===== src/rtl/ram_arbiter_pkg.sv =====
// rtl/ram_arbiter_pkg.sv - shared FSM state encoding and port IDs for ram_arbiter
package ram_arbiter_pkg;

  typedef enum logic [1:0] {
    ST_IDLE  = 2'd0,
    ST_ISSUE = 2'd1,
    ST_RESP  = 2'd2
  } arb_state_t;

  localparam logic PORT_ADMA = 1'b0;
  localparam logic PORT_HOST = 1'b1;

endpackage


===== src/rtl/ram_arbiter_rr_picker.sv =====
// rtl/ram_arbiter_rr_picker.sv - 2-way winner picker; RAM_ARB_ROUND_ROBIN_EN selects round-robin over fixed priority
module ram_arbiter_rr_picker
  import ram_arbiter_pkg::*;
(
  input  logic [1:0] req,
  input  logic       last_grant,
  output logic       winner
);

`ifdef RAM_ARB_ROUND_ROBIN_EN
  // Contested: the port that did not win last time; otherwise the lone requester.
  always_comb begin
    winner = PORT_ADMA;
    if (req == 2'b11) begin
      winner = ~last_grant;
    end else if (req[1]) begin
      winner = PORT_HOST;
    end
  end
`else
  // Fixed priority: the host only wins when the ADMA engine is not asking.
  logic unused_last_grant;
  assign unused_last_grant = last_grant;

  always_comb begin
    winner = PORT_ADMA;
    if (!req[0] && req[1]) begin
      winner = PORT_HOST;
    end
  end
`endif

endmodule


===== src/rtl/ram_arbiter.sv =====
// rtl/ram_arbiter.sv - two-port word access arbiter in front of the shared RAM; RAM_ARB_ROUND_ROBIN_EN enables round-robin
module ram_arbiter
  import ram_arbiter_pkg::*;
#(
  parameter int ADDR_W    = 64,
  parameter int DATA_W    = 32,
  parameter int MEM_BYTES = 128
) (
  input  logic              CLK,
  input  logic              RESET,
  input  logic              m0_req,
  input  logic              m0_write,
  input  logic [ADDR_W-1:0] m0_addr,
  input  logic [DATA_W-1:0] m0_wdata,
  output logic              m0_gnt,
  output logic              m0_rvalid,
  output logic [DATA_W-1:0] m0_rdata,
  output logic              m0_err,
  input  logic              m1_req,
  input  logic              m1_write,
  input  logic [ADDR_W-1:0] m1_addr,
  input  logic [DATA_W-1:0] m1_wdata,
  output logic              m1_gnt,
  output logic              m1_rvalid,
  output logic [DATA_W-1:0] m1_rdata,
  output logic              m1_err,
  output logic [ADDR_W-1:0] ram_address,
  output logic [DATA_W-1:0] ram_data_in,
  output logic              ram_write,
  output logic              ram_read,
  input  logic [DATA_W-1:0] ram_data_out
);

  localparam logic [ADDR_W-1:0] ADDR_MAX = ADDR_W'(MEM_BYTES - 4);

  arb_state_t        state, state_next;
  logic              win_q, write_q, err_q, last_grant_q;
  logic [ADDR_W-1:0] addr_q;
  logic [DATA_W-1:0] wdata_q;

  logic [1:0]        req;
  logic              winner;
  logic              sel_write, sel_err;
  logic [ADDR_W-1:0] sel_addr;
  logic [DATA_W-1:0] sel_wdata;

  assign req = {m1_req, m0_req};

  ram_arbiter_rr_picker u_picker (
    .req        (req),
    .last_grant (last_grant_q),
    .winner     (winner)
  );

  assign sel_write = (winner == PORT_HOST) ? m1_write : m0_write;
  assign sel_addr  = (winner == PORT_HOST) ? m1_addr  : m0_addr;
  assign sel_wdata = (winner == PORT_HOST) ? m1_wdata : m0_wdata;
  // Unsigned compare over the full address width, so anything at or above 2^32 is rejected too.
  assign sel_err   = (sel_addr[1:0] != 2'b00) || (sel_addr > ADDR_MAX);

  // State register.
  always_ff @(posedge CLK) begin
    if (RESET) begin
      state <= ST_IDLE;
    end else begin
      state <= state_next;
    end
  end

  // Capture the winning command in IDLE; remember who was served once the response goes out.
  always_ff @(posedge CLK) begin
    if (RESET) begin
      win_q        <= PORT_ADMA;
      write_q      <= 1'b0;
      err_q        <= 1'b0;
      addr_q       <= '0;
      wdata_q      <= '0;
      last_grant_q <= PORT_HOST;
    end else begin
      if (state == ST_IDLE && req != 2'b00) begin
        win_q   <= winner;
        write_q <= sel_write;
        err_q   <= sel_err;
        addr_q  <= sel_addr;
        wdata_q <= sel_wdata;
      end
      if (state == ST_RESP) begin
        last_grant_q <= win_q;
      end
    end
  end

  // Next state plus grant, RAM strobe and response decode.
  always_comb begin
    state_next  = state;
    m0_gnt      = 1'b0;
    m1_gnt      = 1'b0;
    m0_rvalid   = 1'b0;
    m1_rvalid   = 1'b0;
    m0_rdata    = '0;
    m1_rdata    = '0;
    m0_err      = 1'b0;
    m1_err      = 1'b0;
    ram_address = '0;
    ram_data_in = '0;
    ram_write   = 1'b0;
    ram_read    = 1'b0;
    case (state)
      ST_IDLE: begin
        if (req != 2'b00) begin
          state_next = ST_ISSUE;
        end
      end
      ST_ISSUE: begin
        m0_gnt = (win_q == PORT_ADMA);
        m1_gnt = (win_q == PORT_HOST);
        if (!err_q) begin
          ram_address = addr_q;
          ram_write   = write_q;
          ram_read    = !write_q;
          if (write_q) begin
            ram_data_in = wdata_q;
          end
        end
        state_next = ST_RESP;
      end
      ST_RESP: begin
        if (win_q == PORT_ADMA) begin
          m0_rvalid = 1'b1;
          m0_err    = err_q;
          m0_rdata  = (!write_q && !err_q) ? ram_data_out : '0;
        end else begin
          m1_rvalid = 1'b1;
          m1_err    = err_q;
          m1_rdata  = (!write_q && !err_q) ? ram_data_out : '0;
        end
        state_next = ST_IDLE;
      end
      default: state_next = ST_IDLE;
    endcase
  end

endmodule


===== config.mk =====
export PLATFORM = sky130hd
export DESIGN_NAME = ram_arbiter
export DESIGN_NICKNAME = d
export VERILOG_FILES = /design/src/rtl/ram_arbiter_pkg.sv /design/src/rtl/ram_arbiter_rr_picker.sv /design/src/rtl/ram_arbiter.sv
export SDC_FILE = /design/constraint.sdc
export NUM_CORES = 1
export LEC_CHECK = 0
export ABC_AREA = 1
export ABC_CLOCK_PERIOD_IN_PS = 1500
export BUFFER_PORTS_ARGS = -buffer_cell sky130_fd_sc_hd__buf_2
export CAP_MARGIN = 20
export CORE_AREA = 4 4 154 156
export DETAILED_ROUTE_END_ITERATION = 10
export DIE_AREA = 0 0 158 160
export PLACE_DENSITY = 0.6
export SYNTH_ARGS = -nofsm -noshare
export SYNTH_HDL_FRONTEND = slang
export SYNTH_HIERARCHICAL = 1
export SYNTH_SLANG_ARGS = --single-unit

===== constraint.sdc =====
create_clock -name CLK -period 1.5 [get_ports CLK]
set_input_delay 0.15 -clock CLK [delete_from_list [all_inputs] [get_ports CLK]]
set_output_delay 0.15 -clock CLK [all_outputs]
set_load 0.005 [all_outputs]

# --- Yosys cells after proc, flatten, opt, wreduce, memory -nomap -nowiden ---
# Index checks and enable logic that the tools add are counted.
totals:
  inputBits: 230
  reg_bits: 101
  word_cells: 51
  output_inout_bits: 168
op_classes:
  n_mux: 30
  bitwise: 1
  n_lt_le_gt_ge: 1
  reduce_logical: 10
  n_eq_ne: 3
op_table:
  columns: ["op", "n"]
  rows:
  - ["two-way mux 32 bit", 9]
  - ["two-way mux 64 bit", 3]
  - ["greater-than comparator 64 x 7 -> 1 bit, second input constant", 1]
  - ["two-way mux 1 bit", 16]
  - ["case mux 2 bit (2 select lines)", 1]
  - ["nonzero test 2 bit", 2]
  - ["logical AND 1 bit", 3]
  - ["logical NOT 1 bit", 3]
  - ["== test 2 x 1 -> 1 bit, second input constant", 1]
  - ["== test 2 bit, second input constant", 1]
  - ["logical NOT 2 bit", 1]
  - ["two-way mux 2 bit", 1]
  - ["inequality test 2 x 1 -> 1 bit, second input constant", 1]
  - ["logical OR 1 bit", 1]
  - ["NOT 1 bit", 1]

# --- Logic depth before layout (Yosys ltp) ---
depth:
  depth_word: 6
  mapped_depth: 14
  mapped_depth_nobuf: 12

# --- Hierarchy ---
# Netlist, hierarchy kept.
by_module_without_submodules:
  columns: ["module", "cells_per_inst", "area_per_inst_um2", "seq_area_each_um2", "instances"]
  rows:
  - ["ram_arbiter", 1077, 6246.0, 2042.0, 1]
  - ["ram_arbiter_rr_picker", 2, 10.0, 0.0, 1]

# --- Worst setup path before layout ---
# OpenSTA, ideal clock, no wires.
synth_path:
  path_type: "register to output"
  startpoint: "reg state[1]"
  endpoint: "out m1_rdata[22]"
  stages_incl_launch_ff: 8
  n_path_buf: 1
  path_slack_ps: 213
  t_arrival_ps: 1137
  t_required_ps: 1350
  cell_sequence: "dfxtp_1 -> inv_1 -> nor2_1 -> inv_1 -> nor2_1 -> clkinv_1 -> clkbuf_1 -> nor2_1"
synth_via:
  elab_chain_cells: 2
synth_rtl:
  columns: ["element", "line", "text"]
  rows:
  - ["start, declared", "ram_arbiter.sv:36", "arb_state_t state, state_next;"]
  - ["start signal, assigned", "ram_arbiter.sv:66", "state <= state_next;"]
  - ["== test 2 bit", "ram_arbiter.sv:108", "case (state)"]
  - ["two-way mux 32 bit", "ram_arbiter.sv:108", null]
  - ["end, declared", "ram_arbiter.sv:25", "output logic [DATA_W-1:0] m1_rdata,"]
# Every way passes these cells.

# --- Final worst setup path ---
layout_path:
  startpoint: "reg state[0]"
  endpoint: "out ram_data_in[4]"
layout_via:
  elab_chain_cells: 2
layout_rtl:
  columns: ["element", "line", "text"]
  rows:
  - ["== test 2 x 1 -> 1 bit", "ram_arbiter.sv:108", null]
  - ["two-way mux 32 bit", "ram_arbiter.sv:108", null]
  - ["end, declared", "ram_arbiter.sv:28", "output logic [DATA_W-1:0] ram_data_in,"]
# Every way passes these cells.

==> results.md <==
- Final setup violating endpoints: 181
- Pre-antenna DRT Iters: 5
- Synth warnings: 6
- Net Switching: 0.00279 W
- Routability cong.: 0.910
- Layout cell share with drive strength beyond 1: 41.7%
- # fillers: 2382
- Via count of the routed design: 8461
- Cell Chain, Critical Path: inv_2 -> nor2_2 -> inv_2 -> nor2_4 -> nand2_4 -> clkbuf_16 -> nor2_2 -> buf_2
- Clk pwr share: 28.9%
- IO Pins: 398
- Peak supply drop: 0.630 mV
- Global-route wire length before repair: 37700 um
- Non-Filler Instances: 1823
- PnR Total Power: 0.00850 W
- Commonest non-fill, non-tap cell in the layout: buf_2
- Worst hold slack: 0.0492 ns
- Most frequent cells in the layout: 394 x buf_2, 336 x nand2_1, 188 x nor2_1
- Critical path class: reg2out
- Insertion delay to the later sink of the worst-skew pair: 0.35 ns
- CTS Sinks: 101
- Power per standard cell area: 816 nW/um^2
- Sw Ratio: 32.9%
- P_int: 0.00571 W
- Crit-path max cell delay: 0.36 ns
- CTS Buf Count: 9
- Combinational share of power: 33.9%
- Finished Cell Area: 10400 um^2
- DP Cell Count: 1766
- Vias in the first global route: 7438
- Starting density of the core: 27.8%
- Leak pwr: 5.67 nW
- Routed WL: 28800 um
- Pin count of the biggest net entering global routing: 53
- Outcome: complete, but fails checks
- Die Y: 160 um
- Worst Setup End Kind: output pin
- Fmax: 0.581 GHz
- Rel. slew slack: 64.8%
- CP max FO: 16
- Final Skew: 0.0130 ns
- Dpl hpwl: 19800 um
- Antenna violations before repair: 2
- CTS root buf: clkbuf_16
- Crit path time final: 1.72 ns
- Port buffer count: 397
- Sequential share of power: 37.3%
- Critical Path RT: 1.35 ns
- Failing checks: setup timing
- Period utilization: 115%
- Worst setup margin: -0.221 ns
- Global Route Usage Sum: 18.7%
- Avg WL per Cell: 15.8 um
- CTS Buffer Depth: 2
- CTS tree: built
- CP max-delay cell: dfxtp_2
- Layout Nets: 1761
- Die W: 158 um
- CTS Hold Bufs: 0
- Mapped Nets: 1306
- Clock-pin slew on the worst setup and hold paths: 0.08 ns
- Post-DRT Antenna Nets: 0
- Core area: 22400 um^2
- Mapped Avg Cell Area: 5.79 um^2
- Crit path DAT: 1.57 ns
- Drt drc: 0
- Max-slew violations: 0
- Area growth from synthesis to layout: 67.5%
- Cells after Synth: 1076
- Via density: 4.64
- Pre-CTS setup slack: -0.286 ns
- Hold Fails Final Rpt: 0
- CP startpoint kind: flip-flop
- Area of placed instances: 9010 um^2
- Worst Max-Slew Pin Slew: 0.529 ns
- Grt total ovfl: 0
- Die ar.: 25300 um^2
- Post-Syn Area: 6230 um^2
- Iteration-0 DRC Markers: 473
- Worst hold path type: in2reg
- RSZ-0062 raised after global routing: true
- Max cap viols: 0
- Core Rows: 55
- Htree depth: 3
==> worst max-delay path, delay by kind of cell (launching register included) <==
family	cells	cell delay, ns
buffers and inverters	4	0.43
AND/OR/NAND/NOR	4	0.42
flip-flops	1	0.36
==> area by class of cell <==
| class | count | area [um^2] | share of cell area (%) |
|---|---|---|---|
| well taps | 285 | 357 | 3.42 |
| clock inverters | 5 | 66.3 | 0.636 |
| multi-input cells | 758 | 3590 | 34.5 |
| diodes | 2 | 5.00 | 0.0480 |
| clock buffers | 11 | 233 | 2.23 |
| flip-flops and latches | 101 | 2030 | 19.5 |
| repair buffers | 522 | 3610 | 34.6 |
| inverters | 139 | 537 | 5.15 |
==> per-layer routing <==
layer	up-vias	track usage [%]	wire length [um]
met4	0	5.27	666
met2	321	34.2	14800
met3	45	2.68	1720
li1	4224	-	-
met5	-	0	0
met1	3871	22.5	11600
==> stage by stage <==
stage,TNS [ns],util [%]
after detailed placement,-2.78,40.3
final,-23.35,46.6
after global routing,-43.60,46.6
after floorplan,0,-
after global placement,-1.86,40.3
after CTS,-28.31,42.4
==> final timing paths <==
kind,start,to,slack [ns],cells after the start
max,state[0]$_SDFFE_PP0P_,ram_data_in[4],-0.22,8
min,m0_wdata[12],wdata_q[12]$_SDFFE_PP0P_,0.05,3
min reg2reg,addr_q[57]$_SDFFE_PP0P_,addr_q[57]$_SDFFE_PP0P_,0.46,2
max reg2reg,state[1]$_SDFFE_PP0P_,addr_q[63]$_SDFFE_PP0P_,-0.08,9
==> sequential cells by signal, indices dropped and copies added (netlist names) <==
register  count
wdata_q      32
write_q       1
win_q         1
err_q         1
state         2
addr_q       64
==> power by group through the flow <==
| stage | Clock (W) | Sequential [W] | Combinational, W |
|---|---|---|---|
| floorplan | 0 | 0.00317 | 0.00121 |
| global placement | 0 | 0.00320 | 0.00220 |
| detailed placement | 0 | 0.00321 | 0.00221 |
| CTS | 0.00253 | 0.00316 | 0.00230 |
| global route | 0.00262 | 0.00320 | 0.00315 |
| finish | 0.00245 | 0.00317 | 0.00288 |
==> what timing repair did <==
item / CTS / global route
endpoints found under the hold margin: 0 / 0
pin swaps: 0 / 9
resized for setup: 40 / 102
gates cloned: 1 / 21
setup endpoints to repair: 174 / 231
setup buffers: 4 / 14
(Power assumes the default switching activity.)
